[src/rtl/mc_pkg.sv]
// rtl/mc_pkg.sv - shared encodings for the multi-cycle MIPS control unit
package mc_pkg;

    localparam logic [2:0] ALU_NOP = 3'b000;
    localparam logic [2:0] ALU_ADD = 3'b001;
    localparam logic [2:0] ALU_OR  = 3'b010;
    localparam logic [2:0] ALU_SUB = 3'b101;
    localparam logic [2:0] ALU_SLT = 3'b111;

    localparam logic [5:0] OP_RTYPE = 6'b000000;
    localparam logic [5:0] OP_ORI   = 6'b001101;
    localparam logic [5:0] OP_ADDIU = 6'b001001;
    localparam logic [5:0] OP_LW    = 6'b100011;
    localparam logic [5:0] OP_SW    = 6'b101011;
    localparam logic [5:0] OP_BEQ   = 6'b000100;
    localparam logic [5:0] OP_J     = 6'b000010;

    localparam logic [5:0] FN_ADDU = 6'b100001;
    localparam logic [5:0] FN_SUBU = 6'b100011;
    localparam logic [5:0] FN_SLT  = 6'b101010;

    localparam logic [1:0] SRCB_B      = 2'b00;
    localparam logic [1:0] SRCB_4      = 2'b01;
    localparam logic [1:0] SRCB_IMM    = 2'b10;
    localparam logic [1:0] SRCB_IMM_SH = 2'b11;

    localparam logic [1:0] PCSRC_ALU    = 2'b00;
    localparam logic [1:0] PCSRC_ALUOUT = 2'b01;
    localparam logic [1:0] PCSRC_JUMP   = 2'b10;

    typedef enum logic [3:0] {
        S_FETCH, S_DECODE, S_EXE_R, S_R_WB, S_EXE_I, S_I_WB,
        S_MEM_ADR, S_MEM_RD, S_MEM_WB, S_MEM_WR, S_BRANCH, S_JUMP
    } state_t;

endpackage

[src/rtl/mc_ctrl_if.sv]
// rtl/mc_ctrl_if.sv - controller <-> datapath/memory signal bundle
interface mc_ctrl_if;
    logic [5:0] op;
    logic [5:0] funct;
    logic       zero;
    logic       mem_ready;
    logic [2:0] ALUop;
    logic       pc_wr;
    logic [1:0] pc_src;
    logic       iord;
    logic       mem_rd;
    logic       mem_wr;
    logic       ir_wr;
    logic       reg_dst;
    logic       mem_to_reg;
    logic       reg_wr;
    logic       alu_src_a;
    logic [1:0] alu_src_b;
    logic       ext_sel;
    logic       instr_done;
    logic       illegal;
    logic       bus_err;

    modport master (
        input  op, funct, zero, mem_ready,
        output ALUop, pc_wr, pc_src, iord, mem_rd, mem_wr, ir_wr, reg_dst,
               mem_to_reg, reg_wr, alu_src_a, alu_src_b, ext_sel,
               instr_done, illegal, bus_err
    );

    modport slave (
        output op, funct, zero, mem_ready,
        input  ALUop, pc_wr, pc_src, iord, mem_rd, mem_wr, ir_wr, reg_dst,
               mem_to_reg, reg_wr, alu_src_a, alu_src_b, ext_sel,
               instr_done, illegal, bus_err
    );
endinterface

[src/rtl/mc_alu_dec.sv]
// rtl/mc_alu_dec.sv - R-type funct to ALU operation decode with legality flag
module mc_alu_dec
    import mc_pkg::*;
(
    input  logic [5:0] funct,
    output logic [2:0] aluop,
    output logic       valid
);

    always_comb begin
        aluop = ALU_NOP;
        valid = 1'b0;
        case (funct)
            FN_ADDU: begin aluop = ALU_ADD; valid = 1'b1; end
            FN_SUBU: begin aluop = ALU_SUB; valid = 1'b1; end
            FN_SLT:  begin aluop = ALU_SLT; valid = 1'b1; end
            default: ;
        endcase
    end

endmodule

[src/rtl/mc_ctrl.sv]
// rtl/mc_ctrl.sv - multi-cycle MIPS control FSM; CTRL_PERF_EN adds cycle/instr counters
module mc_ctrl
    import mc_pkg::*;
#(
    parameter int MEM_TIMEOUT = 15,
    parameter int CNT_W       = 4
) (
    input  logic          clk,
    input  logic          rst_n,
    mc_ctrl_if.master     bus
`ifdef CTRL_PERF_EN
    ,
    output logic [31:0]   cycle_cnt,
    output logic [31:0]   instr_cnt
`endif
);

    localparam bit               TMO_EN = (MEM_TIMEOUT != 0);
    localparam logic [CNT_W-1:0] TMO    = CNT_W'(MEM_TIMEOUT);

    state_t           state, state_nxt;
    logic [CNT_W-1:0] wait_cnt;
    logic             wait_st;
    logic             timeout;
    logic [2:0]       fn_aluop;
    logic             fn_valid;

    mc_alu_dec u_alu_dec (
        .funct (bus.funct),
        .aluop (fn_aluop),
        .valid (fn_valid)
    );

    assign wait_st = (state == S_FETCH) || (state == S_MEM_RD) || (state == S_MEM_WR);
    assign timeout = TMO_EN && wait_st && (wait_cnt == TMO) && !bus.mem_ready;

    always_ff @(posedge clk or negedge rst_n) begin
        if (!rst_n) state <= S_FETCH;
        else        state <= state_nxt;
    end

    // An abort re-enters FETCH without a state change, so it must clear the count too.
    always_ff @(posedge clk or negedge rst_n) begin
        if (!rst_n)
            wait_cnt <= '0;
        else if (state_nxt != state || timeout)
            wait_cnt <= '0;
        else if (wait_st && !bus.mem_ready && wait_cnt != '1)
            wait_cnt <= wait_cnt + 1'b1;
    end

    // Outputs are forced low while reset is held, even though state already reads FETCH.
    always_comb begin
        state_nxt      = state;
        bus.ALUop      = ALU_NOP;
        bus.pc_wr      = 1'b0;
        bus.pc_src     = PCSRC_ALU;
        bus.iord       = 1'b0;
        bus.mem_rd     = 1'b0;
        bus.mem_wr     = 1'b0;
        bus.ir_wr      = 1'b0;
        bus.reg_dst    = 1'b0;
        bus.mem_to_reg = 1'b0;
        bus.reg_wr     = 1'b0;
        bus.alu_src_a  = 1'b0;
        bus.alu_src_b  = SRCB_B;
        bus.ext_sel    = 1'b0;
        bus.instr_done = 1'b0;
        bus.illegal    = 1'b0;
        bus.bus_err    = 1'b0;
        if (rst_n) begin
            case (state)
                S_FETCH: begin
                    bus.mem_rd    = 1'b1;
                    bus.alu_src_b = SRCB_4;
                    bus.ALUop     = ALU_ADD;
                    if (bus.mem_ready) begin
                        bus.ir_wr = 1'b1;
                        bus.pc_wr = 1'b1;
                        state_nxt = S_DECODE;
                    end else if (timeout) begin
                        bus.bus_err = 1'b1;
                    end
                end
                S_DECODE: begin
                    bus.alu_src_b = SRCB_IMM_SH;
                    bus.ext_sel   = 1'b1;
                    bus.ALUop     = ALU_ADD;
                    state_nxt     = S_FETCH;
                    case (bus.op)
                        OP_RTYPE:        if (fn_valid) state_nxt = S_EXE_R;
                                         else          bus.illegal = 1'b1;
                        OP_ORI, OP_ADDIU: state_nxt = S_EXE_I;
                        OP_LW, OP_SW:     state_nxt = S_MEM_ADR;
                        OP_BEQ:           state_nxt = S_BRANCH;
                        OP_J:             state_nxt = S_JUMP;
                        default:          bus.illegal = 1'b1;
                    endcase
                end
                S_EXE_R: begin
                    bus.alu_src_a = 1'b1;
                    bus.ALUop     = fn_aluop;
                    state_nxt     = S_R_WB;
                end
                S_R_WB: begin
                    bus.reg_dst    = 1'b1;
                    bus.reg_wr     = 1'b1;
                    bus.instr_done = 1'b1;
                    state_nxt      = S_FETCH;
                end
                S_EXE_I: begin
                    bus.alu_src_a = 1'b1;
                    bus.alu_src_b = SRCB_IMM;
                    bus.ext_sel   = (bus.op != OP_ORI);
                    bus.ALUop     = (bus.op == OP_ORI) ? ALU_OR : ALU_ADD;
                    state_nxt     = S_I_WB;
                end
                S_I_WB: begin
                    bus.reg_wr     = 1'b1;
                    bus.instr_done = 1'b1;
                    state_nxt      = S_FETCH;
                end
                S_MEM_ADR: begin
                    bus.alu_src_a = 1'b1;
                    bus.alu_src_b = SRCB_IMM;
                    bus.ext_sel   = 1'b1;
                    bus.ALUop     = ALU_ADD;
                    state_nxt     = (bus.op == OP_LW) ? S_MEM_RD : S_MEM_WR;
                end
                S_MEM_RD: begin
                    bus.iord   = 1'b1;
                    bus.mem_rd = 1'b1;
                    if (bus.mem_ready) state_nxt = S_MEM_WB;
                    else if (timeout) begin
                        bus.bus_err = 1'b1;
                        state_nxt   = S_FETCH;
                    end
                end
                S_MEM_WB: begin
                    bus.mem_to_reg = 1'b1;
                    bus.reg_wr     = 1'b1;
                    bus.instr_done = 1'b1;
                    state_nxt      = S_FETCH;
                end
                S_MEM_WR: begin
                    bus.iord   = 1'b1;
                    bus.mem_wr = 1'b1;
                    if (bus.mem_ready) begin
                        bus.instr_done = 1'b1;
                        state_nxt      = S_FETCH;
                    end else if (timeout) begin
                        bus.bus_err = 1'b1;
                        state_nxt   = S_FETCH;
                    end
                end
                S_BRANCH: begin
                    bus.alu_src_a  = 1'b1;
                    bus.ALUop      = ALU_SUB;
                    bus.pc_src     = PCSRC_ALUOUT;
                    bus.pc_wr      = bus.zero;
                    bus.instr_done = 1'b1;
                    state_nxt      = S_FETCH;
                end
                S_JUMP: begin
                    bus.pc_src     = PCSRC_JUMP;
                    bus.pc_wr      = 1'b1;
                    bus.instr_done = 1'b1;
                    state_nxt      = S_FETCH;
                end
                default: state_nxt = S_FETCH;
            endcase
        end
    end

`ifdef CTRL_PERF_EN
    always_ff @(posedge clk or negedge rst_n) begin
        if (!rst_n) begin
            cycle_cnt <= '0;
            instr_cnt <= '0;
        end else begin
            cycle_cnt <= cycle_cnt + 32'd1;
            if (bus.instr_done) instr_cnt <= instr_cnt + 32'd1;
        end
    end
`endif

endmodule

[src/flat_wrapper.sv]
// flat-port wrapper written by rule: the top's interface ports become plain ports
module mc_ctrl_flat import mc_pkg::*;
#(
    parameter int MEM_TIMEOUT = 15,
    parameter int CNT_W       = 4
)
  (clk, rst_n, bus_op, bus_funct, bus_zero, bus_mem_ready, bus_ALUop, bus_pc_wr, bus_pc_src, bus_iord, bus_mem_rd, bus_mem_wr, bus_ir_wr, bus_reg_dst, bus_mem_to_reg, bus_reg_wr, bus_alu_src_a, bus_alu_src_b, bus_ext_sel, bus_instr_done, bus_illegal, bus_bus_err);
  mc_ctrl_if bus_i ();
  input  logic clk;
  input  logic rst_n;
  input wire logic [$bits(bus_i.op)-1:0] bus_op;
  input wire logic [$bits(bus_i.funct)-1:0] bus_funct;
  input wire logic [$bits(bus_i.zero)-1:0] bus_zero;
  input wire logic [$bits(bus_i.mem_ready)-1:0] bus_mem_ready;
  output wire logic [$bits(bus_i.ALUop)-1:0] bus_ALUop;
  output wire logic [$bits(bus_i.pc_wr)-1:0] bus_pc_wr;
  output wire logic [$bits(bus_i.pc_src)-1:0] bus_pc_src;
  output wire logic [$bits(bus_i.iord)-1:0] bus_iord;
  output wire logic [$bits(bus_i.mem_rd)-1:0] bus_mem_rd;
  output wire logic [$bits(bus_i.mem_wr)-1:0] bus_mem_wr;
  output wire logic [$bits(bus_i.ir_wr)-1:0] bus_ir_wr;
  output wire logic [$bits(bus_i.reg_dst)-1:0] bus_reg_dst;
  output wire logic [$bits(bus_i.mem_to_reg)-1:0] bus_mem_to_reg;
  output wire logic [$bits(bus_i.reg_wr)-1:0] bus_reg_wr;
  output wire logic [$bits(bus_i.alu_src_a)-1:0] bus_alu_src_a;
  output wire logic [$bits(bus_i.alu_src_b)-1:0] bus_alu_src_b;
  output wire logic [$bits(bus_i.ext_sel)-1:0] bus_ext_sel;
  output wire logic [$bits(bus_i.instr_done)-1:0] bus_instr_done;
  output wire logic [$bits(bus_i.illegal)-1:0] bus_illegal;
  output wire logic [$bits(bus_i.bus_err)-1:0] bus_bus_err;
  assign bus_i.op = bus_op;
  assign bus_i.funct = bus_funct;
  assign bus_i.zero = bus_zero;
  assign bus_i.mem_ready = bus_mem_ready;
  assign bus_ALUop = bus_i.ALUop;
  assign bus_pc_wr = bus_i.pc_wr;
  assign bus_pc_src = bus_i.pc_src;
  assign bus_iord = bus_i.iord;
  assign bus_mem_rd = bus_i.mem_rd;
  assign bus_mem_wr = bus_i.mem_wr;
  assign bus_ir_wr = bus_i.ir_wr;
  assign bus_reg_dst = bus_i.reg_dst;
  assign bus_mem_to_reg = bus_i.mem_to_reg;
  assign bus_reg_wr = bus_i.reg_wr;
  assign bus_alu_src_a = bus_i.alu_src_a;
  assign bus_alu_src_b = bus_i.alu_src_b;
  assign bus_ext_sel = bus_i.ext_sel;
  assign bus_instr_done = bus_i.instr_done;
  assign bus_illegal = bus_i.illegal;
  assign bus_bus_err = bus_i.bus_err;
  mc_ctrl #(.MEM_TIMEOUT(MEM_TIMEOUT), .CNT_W(CNT_W)) u_core (.clk(clk), .rst_n(rst_n), .bus(bus_i));
endmodule
[config.mk]
export PLATFORM = sky130hd
export DESIGN_NAME = mc_ctrl_flat
export DESIGN_NICKNAME = d
export VERILOG_FILES = /design/src/rtl/mc_pkg.sv /design/src/rtl/mc_ctrl_if.sv /design/src/rtl/mc_alu_dec.sv /design/src/rtl/mc_ctrl.sv /design/src/flat_wrapper.sv
export SDC_FILE = /design/constraint.sdc
export NUM_CORES = 1
export LEC_CHECK = 0
export ABC_AREA = 1
export BUFFER_PORTS_ARGS = -buffer_cell sky130_fd_sc_hd__buf_2
export CAP_MARGIN = 20
export CORE_MARGIN = 2
export CORE_UTILIZATION = 35
export CTS_CLUSTER_SIZE = 10
export DETAILED_ROUTE_END_ITERATION = 8
export HOLD_SLACK_MARGIN = 0.12
export PLACE_DENSITY = 0.7
export RECOVER_POWER = 50
export SLEW_MARGIN = 20
export SYNTH_ARGS = -nofsm -noshare
export SYNTH_HDL_FRONTEND = slang
export SYNTH_SLANG_ARGS = --single-unit
[constraint.sdc]
create_clock -name clk -period 2.9 [get_ports clk]
set_input_delay 0.58 -clock clk [delete_from_list [all_inputs] [get_ports clk]]
set_output_delay 0.58 -clock clk [all_outputs]
set_load 0.005 [all_outputs]
=== Yosys cells after proc, flatten, opt, wreduce, memory -nomap -nowiden ===
Cells that the tools add are included.

* Register bits after elaboration: 8
* Input bits: 16
* Word-level logic and storage cells: 102

* $add $sub $neg: 1
* Equality and inequality tests: 24
* Muxes and demuxes: 51
* Reduce and logical (&&, ||, !) cells: 24

{| class="wikitable"
|+ Operators by type and width
! cell !! number
|-
| two-way mux 4 bit || 8
|-
| == test 6 bit (second input constant) || 5
|-
| two-way mux 1 bit || 28
|-
| case mux 4 bit (7 select lines) || 1
|-
| == test 4 bit (second input constant) || 5
|-
| case mux 4 bit (5 select lines) || 1
|-
| == test 4 x 3 -> 1 bit (second input constant) || 4
|-
| == test 6 x 4 -> 1 bit (second input constant) || 2
|-
| case mux 3 bit (4 select lines) || 1
|-
| OR reduction 2 bit || 6
|-
| OR reduction 3 bit || 4
|-
| case mux 3 bit (3 select lines) || 1
|-
| == test 4 x 2 -> 1 bit (second input constant) || 2
|-
| two-way mux 2 bit || 4
|-
| == test 6 x 2 -> 1 bit (second input constant) || 1
|-
| == test 6 x 3 -> 1 bit (second input constant) || 1
|-
| zero test 6 bit || 1
|-
| inequality test 6 x 4 -> 1 bit (second input constant) || 1
|-
| case mux 1 bit (2 select lines) || 3
|-
| case mux 2 bit (3 select lines) || 1
|-
| OR reduction 6 bit || 1
|-
| OR reduction 5 bit || 1
|-
| adder 4 x 1 -> 4 bit (second input constant) || 1
|-
| == test 4 x 1 -> 1 bit (second input constant) || 1
|-
| other kinds (11) || 16
|}

=== Logic depth before layout (Yosys ltp) ===
* Depth after elaboration: 12
* Mapped depth: 14
* Depth with buffers taken out: 13

=== Hierarchy ===
A second synthesis with hierarchy kept.

* Cell total of the unflattened synthesis: 192
* Area total of the unflattened synthesis: 1,089.8 um^2

{| class="wikitable"
|+ Modules (own cells, without submodules)
! module !! instances !! cells each !! area an instance (um^2) !! seq. area each (um^2)
|-
| mc_ctrl || 1 || 177 || 1,011.0 || 200.2
|-
| mc_alu_dec || 1 || 15 || 78.8 || 0.0
|}

=== Worst setup path after synthesis ===
Ideal clock, no wire load.

* Path kind: register to output
* Start point: reg u_core.state[0]
* End point: out bus_bus_err
* Arrival time: 1.324 ns
* Data required time: 2.320 ns
* Path slack: 0.996 ns
* Cell stages (with the launch flop): 10
* Buffers on the path: 1
* Path through: dfrtp_1 -> buf_2 -> nand2_1 -> inv_1 -> nand2_1 -> nand2_2 -> o21ai_1 -> nor2_1 -> inv_1 -> nor2_1

* Longest elaborated chain between the ends: 9
* Elaborated cells on any way between the ends: 12

{| class="wikitable"
|+ Ends and longest elaborated chain
! item !! RTL line !! text
|-
| start, declared || mc_ctrl.sv:21 || <nowiki>state_t state, state_nxt;</nowiki>
|-
| start signal, assigned || mc_ctrl.sv:39 || <nowiki>else state <= state_nxt;</nowiki>
|-
| == test 4 x 3 -> 1 bit or zero test 4 bit (tied branches) || mc_ctrl.sv:34, mc_ctrl.sv:72 ||
|-
| logical OR 1 bit (2 in a row) || mc_ctrl.sv:34 || <nowiki>assign wait_st = (state == S_FETCH) || (state == S_MEM_RD) || (state == S_MEM_WR);</nowiki>
|-
| logical AND 1 bit (2 in a row) || mc_ctrl.sv:35 || <nowiki>assign timeout = TMO_EN && wait_st && (wait_cnt == TMO) && !bus.mem_ready;</nowiki>
|-
| two-way mux 1 bit || mc_ctrl.sv:81, mc_ctrl.sv:134, mc_ctrl.sv:151 ||
|-
| two-way mux 1 bit || mc_ctrl.sv:148 || <nowiki>if (bus.mem_ready) begin</nowiki>
|-
| two-way mux 1 bit * || -- ||
|-
| two-way mux 1 bit * || mc_ctrl.sv:71 || <nowiki>if (rst_n) begin</nowiki>
|-
| end, declared || flat_wrapper.sv:30 || <nowiki>output wire logic [$bits(bus_i.bus_err)-1:0] bus_bus_err;</nowiki>
|}

Mark *: on every way between the ends. The rest lies on a longest branch, timed or not.

=== Worst setup path in the final report ===
Ends and elaborated chain as after synthesis.

==> run summary <==
initial antenna violation count -> 0
final period utilization -> 0.8848
leakage dissipation -> 0.7608 nW
Warnings, synthesis -> 0
Vias per Instance -> 4.871
Fill cells -> 319
vias in the first global route -> 1090
Post CTS Setup Buffer Count -> 0
Required @ worst endpoint -> 2.32 ns
Resized Gates After CTS -> 0
internal power -> 0.0002479 W
cell taking the most area after synthesis -> dfrtp_1
Root Driver -> clkbuf_4
clock power share -> 0.188
first-pass GRT wire length -> 4540 um
Core Footprint -> 2805 um2
Post-Place Setup Slack -> 0.5824 ns
Port-buffer cells -> 35
Max H-tree Level -> 1
placed cell area -> 1260 um2
Design Area, Final -> 1264 um2
outcome -> finished with violations
CP Data Arrival Time -> 1.99 ns
die width -> 58.80 um
Least-Margin Pin Slew -> 0.7218 ns
fin crit period -> 2.566 ns
Routability Congestion -> 0.8446
Yosys top cell area share -> 0.1905
CTS tree -> done
initial drt markers -> 55
Yosys cell types -> 27
dominant cells by area after synthesis -> dfrtp_1 (19%), nand2_1 (16%), nor2_1 (15%), inv_1 (9.6%), nand3_1 (9.5%)
switching pwr -> 0.0001793 W
Tot GR Track Use -> 0.1629
Worst Hold Class -> in -> async
final worst setup slack -> 0.3340 ns
post-route antenna net violation count -> 0
max-cap violations -> 0
post-synthesis async set-or-reset flop share -> 1.000
# DRC -> 3
die area -> 3457 um2
synthesized cell area -> 1051 um2
CP endpoint kind -> primary output
total gr overflow -> 0
wire per inst -> 10.05 um
CTS Hold Bufs -> 0
total CTS buffers -> 3
clock buffer depth -> 2
share of layout cells above drive strength 1 -> 0.2103
NumNets Final -> 252
Clock Sinks -> 8
Pre-antenna DRT Iters -> 6
Setup Skew -> 0.007137 ns
CP Max Fanout -> 9
Startpoint Class -> register
synthesis-to-layout area growth -> 20.24%
number of antenna diodes -> 0
Final Max Slew Viols -> 0
critical path type -> reg -> out
Clock Latency Late Sink -> 0.24 ns
row count -> 19
Comb power frac -> 0.451
dominant synthesized flop cell -> dfrtp_1
Reg power frac -> 0.361
EDFF count, synth -> 0
Setup violations, final -> 0
Max-slew headroom -> 0.5188
RSZ-0062 raised after global routing -> no
final hold violation count -> 0
Avg Inst Size Synth -> 5.335 um2
failing checks -> design-rule violations
Pwr Density -> 338.0 nW/um2
achievable clock frequency -> 389.7 MHz
DIE HEIGHT -> 58.80 um
maximum resistive drop on vdd -> 0.1912 mV
pin count of the biggest net entering global routing -> 21
setup TNS -> 0 ns
Clock transition at path regs -> 0.05 ns
register bit total from synthesis -> 8
Sw Ratio -> 0.4198
Synth Instances -> 197
hpwl dp -> 2174 um
Vias -> 1286
drt total wl -> 2653 um
register area share after synthesis -> 0.1905
initial core utilization -> 0.3747
io pins -> 36
syn nets -> 214
sequential cells by signal, indices dropped and copies added, names as in the netlist:
| name | cells |
|---|---|
| u_core.state | 4 |
| u_core.wait_cnt | 4 |
synth_stat cells, types with 3 or more instances:
library cell and n:
a21oi_1 7, nor2_1 42, a31oi_1 4, nand2_1 44, nand3_1 20, o21ai_0 3, nor3_1 4, inv_1 27
inv_2 7, dfrtp_1 8, o21ai_1 4, nand4_1 6
worst paths after layout:
path / from / slack (ns) / depth (start not counted) / to
max reg2reg: u_core.state[0]$_DFF_PN0_ / 0.75 / 13 / u_core.wait_cnt[1]$_DFFE_PN0P_
min reg2reg: u_core.wait_cnt[1]$_DFFE_PN0P_ / 0.56 / 2 / u_core.wait_cnt[1]$_DFFE_PN0P_
max: u_core.state[0]$_DFF_PN0_ / 0.33 / 9 / bus_bus_err
min: rst_n / 0.23 / 1 / u_core.state[3]$_DFF_PN0_
min in group clk: u_core.wait_cnt[1]$_DFFE_PN0P_ / 0.56 / 2 / u_core.wait_cnt[1]$_DFFE_PN0P_
max in group asynchronous: rst_n / 2.42 / 1 / u_core.wait_cnt[3]$_DFFE_PN0P_
per-layer routing:
metal / global-route usage / vias to the layer above / part of all wire
met5: 0 / - / 0
met4: 0.04545 / 0 / 0
met3: 0.01758 / 0 / 0.041
met2: 0.2571 / 23 / 0.44
met1: 0.2354 / 564 / 0.51
li1: - / 699 / -
critical path, stage by stage, from the launching register on:
cell,delay (ns)
dfrtp_1,0.49
inv_1,0.17
nor2_1,0.07
nand2_1,0.10
nand2_1,0.13
o21ai_1,0.39
nor2_1,0.07
inv_1,0.11
nor2_1,0.05
buf_2,0.16
logic make-up after synthesis:
| kind of cell | count (synthesis) | synth area share |
|---|---|---|
| and+or+nand+nor | 124 | 0.5143 |
| buffers and inverters | 39 | 0.1405 |
| AOI/OAI and AO/OA | 23 | 0.1262 |
| DFF | 8 | 0.1905 |
| xor gates and xnor gates | 2 | 0.01667 |
| adders and majority gates | 1 | 0.01190 |
cell usage in the layout (no fill, tap or decap), types with 4 or more instances in the layout:
master,n
nand2_1,45
nand4_1,6
a31oi_1,4
dfrtp_1,8
a21oi_1,8
buf_2,33
nand3_1,20
nor2_1,43
nor3_1,4
inv_1,27
o21ai_1,4
inv_2,7
final cells by class:
cell class,count,area [um2],share of cell area
Tap cell,31,38.79,0.03069
Clock buffer,3,22.52,0.01782
Inverter,36,135.1,0.1069
Sequential cell,8,200.2,0.1584
Multi-Input combinational cell,150,689.4,0.5455
Timing Repair Buffer,36,177.7,0.1406
stage by stage:
step | std cells | util | power (W) | hold slack [ns]
floorplan | 197 | - | 0.0002917 | 0.2844
global route | 264 | 0.4505 | 0.0004630 | 0.2553
global placement | 261 | 0.4492 | 0.0003536 | 0.4945
detailed placement | 261 | 0.4492 | 0.0003544 | 0.4957
finish | 264 | 0.4505 | 0.0004272 | 0.2290
CTS | 264 | 0.4572 | 0.0004384 | 0.2288
power groups by stage:
stage,Combinational (W),Sequential (W),Clock [W]
finish,0.000193,0.000154,0.0000802
global placement,0.000199,0.000155,0
detailed placement,0.000199,0.000156,0
CTS,0.000200,0.000154,0.0000847
global route,0.000222,0.000156,0.0000850
floorplan,0.000148,0.000144,0
(Power assumes the default switching activity.)
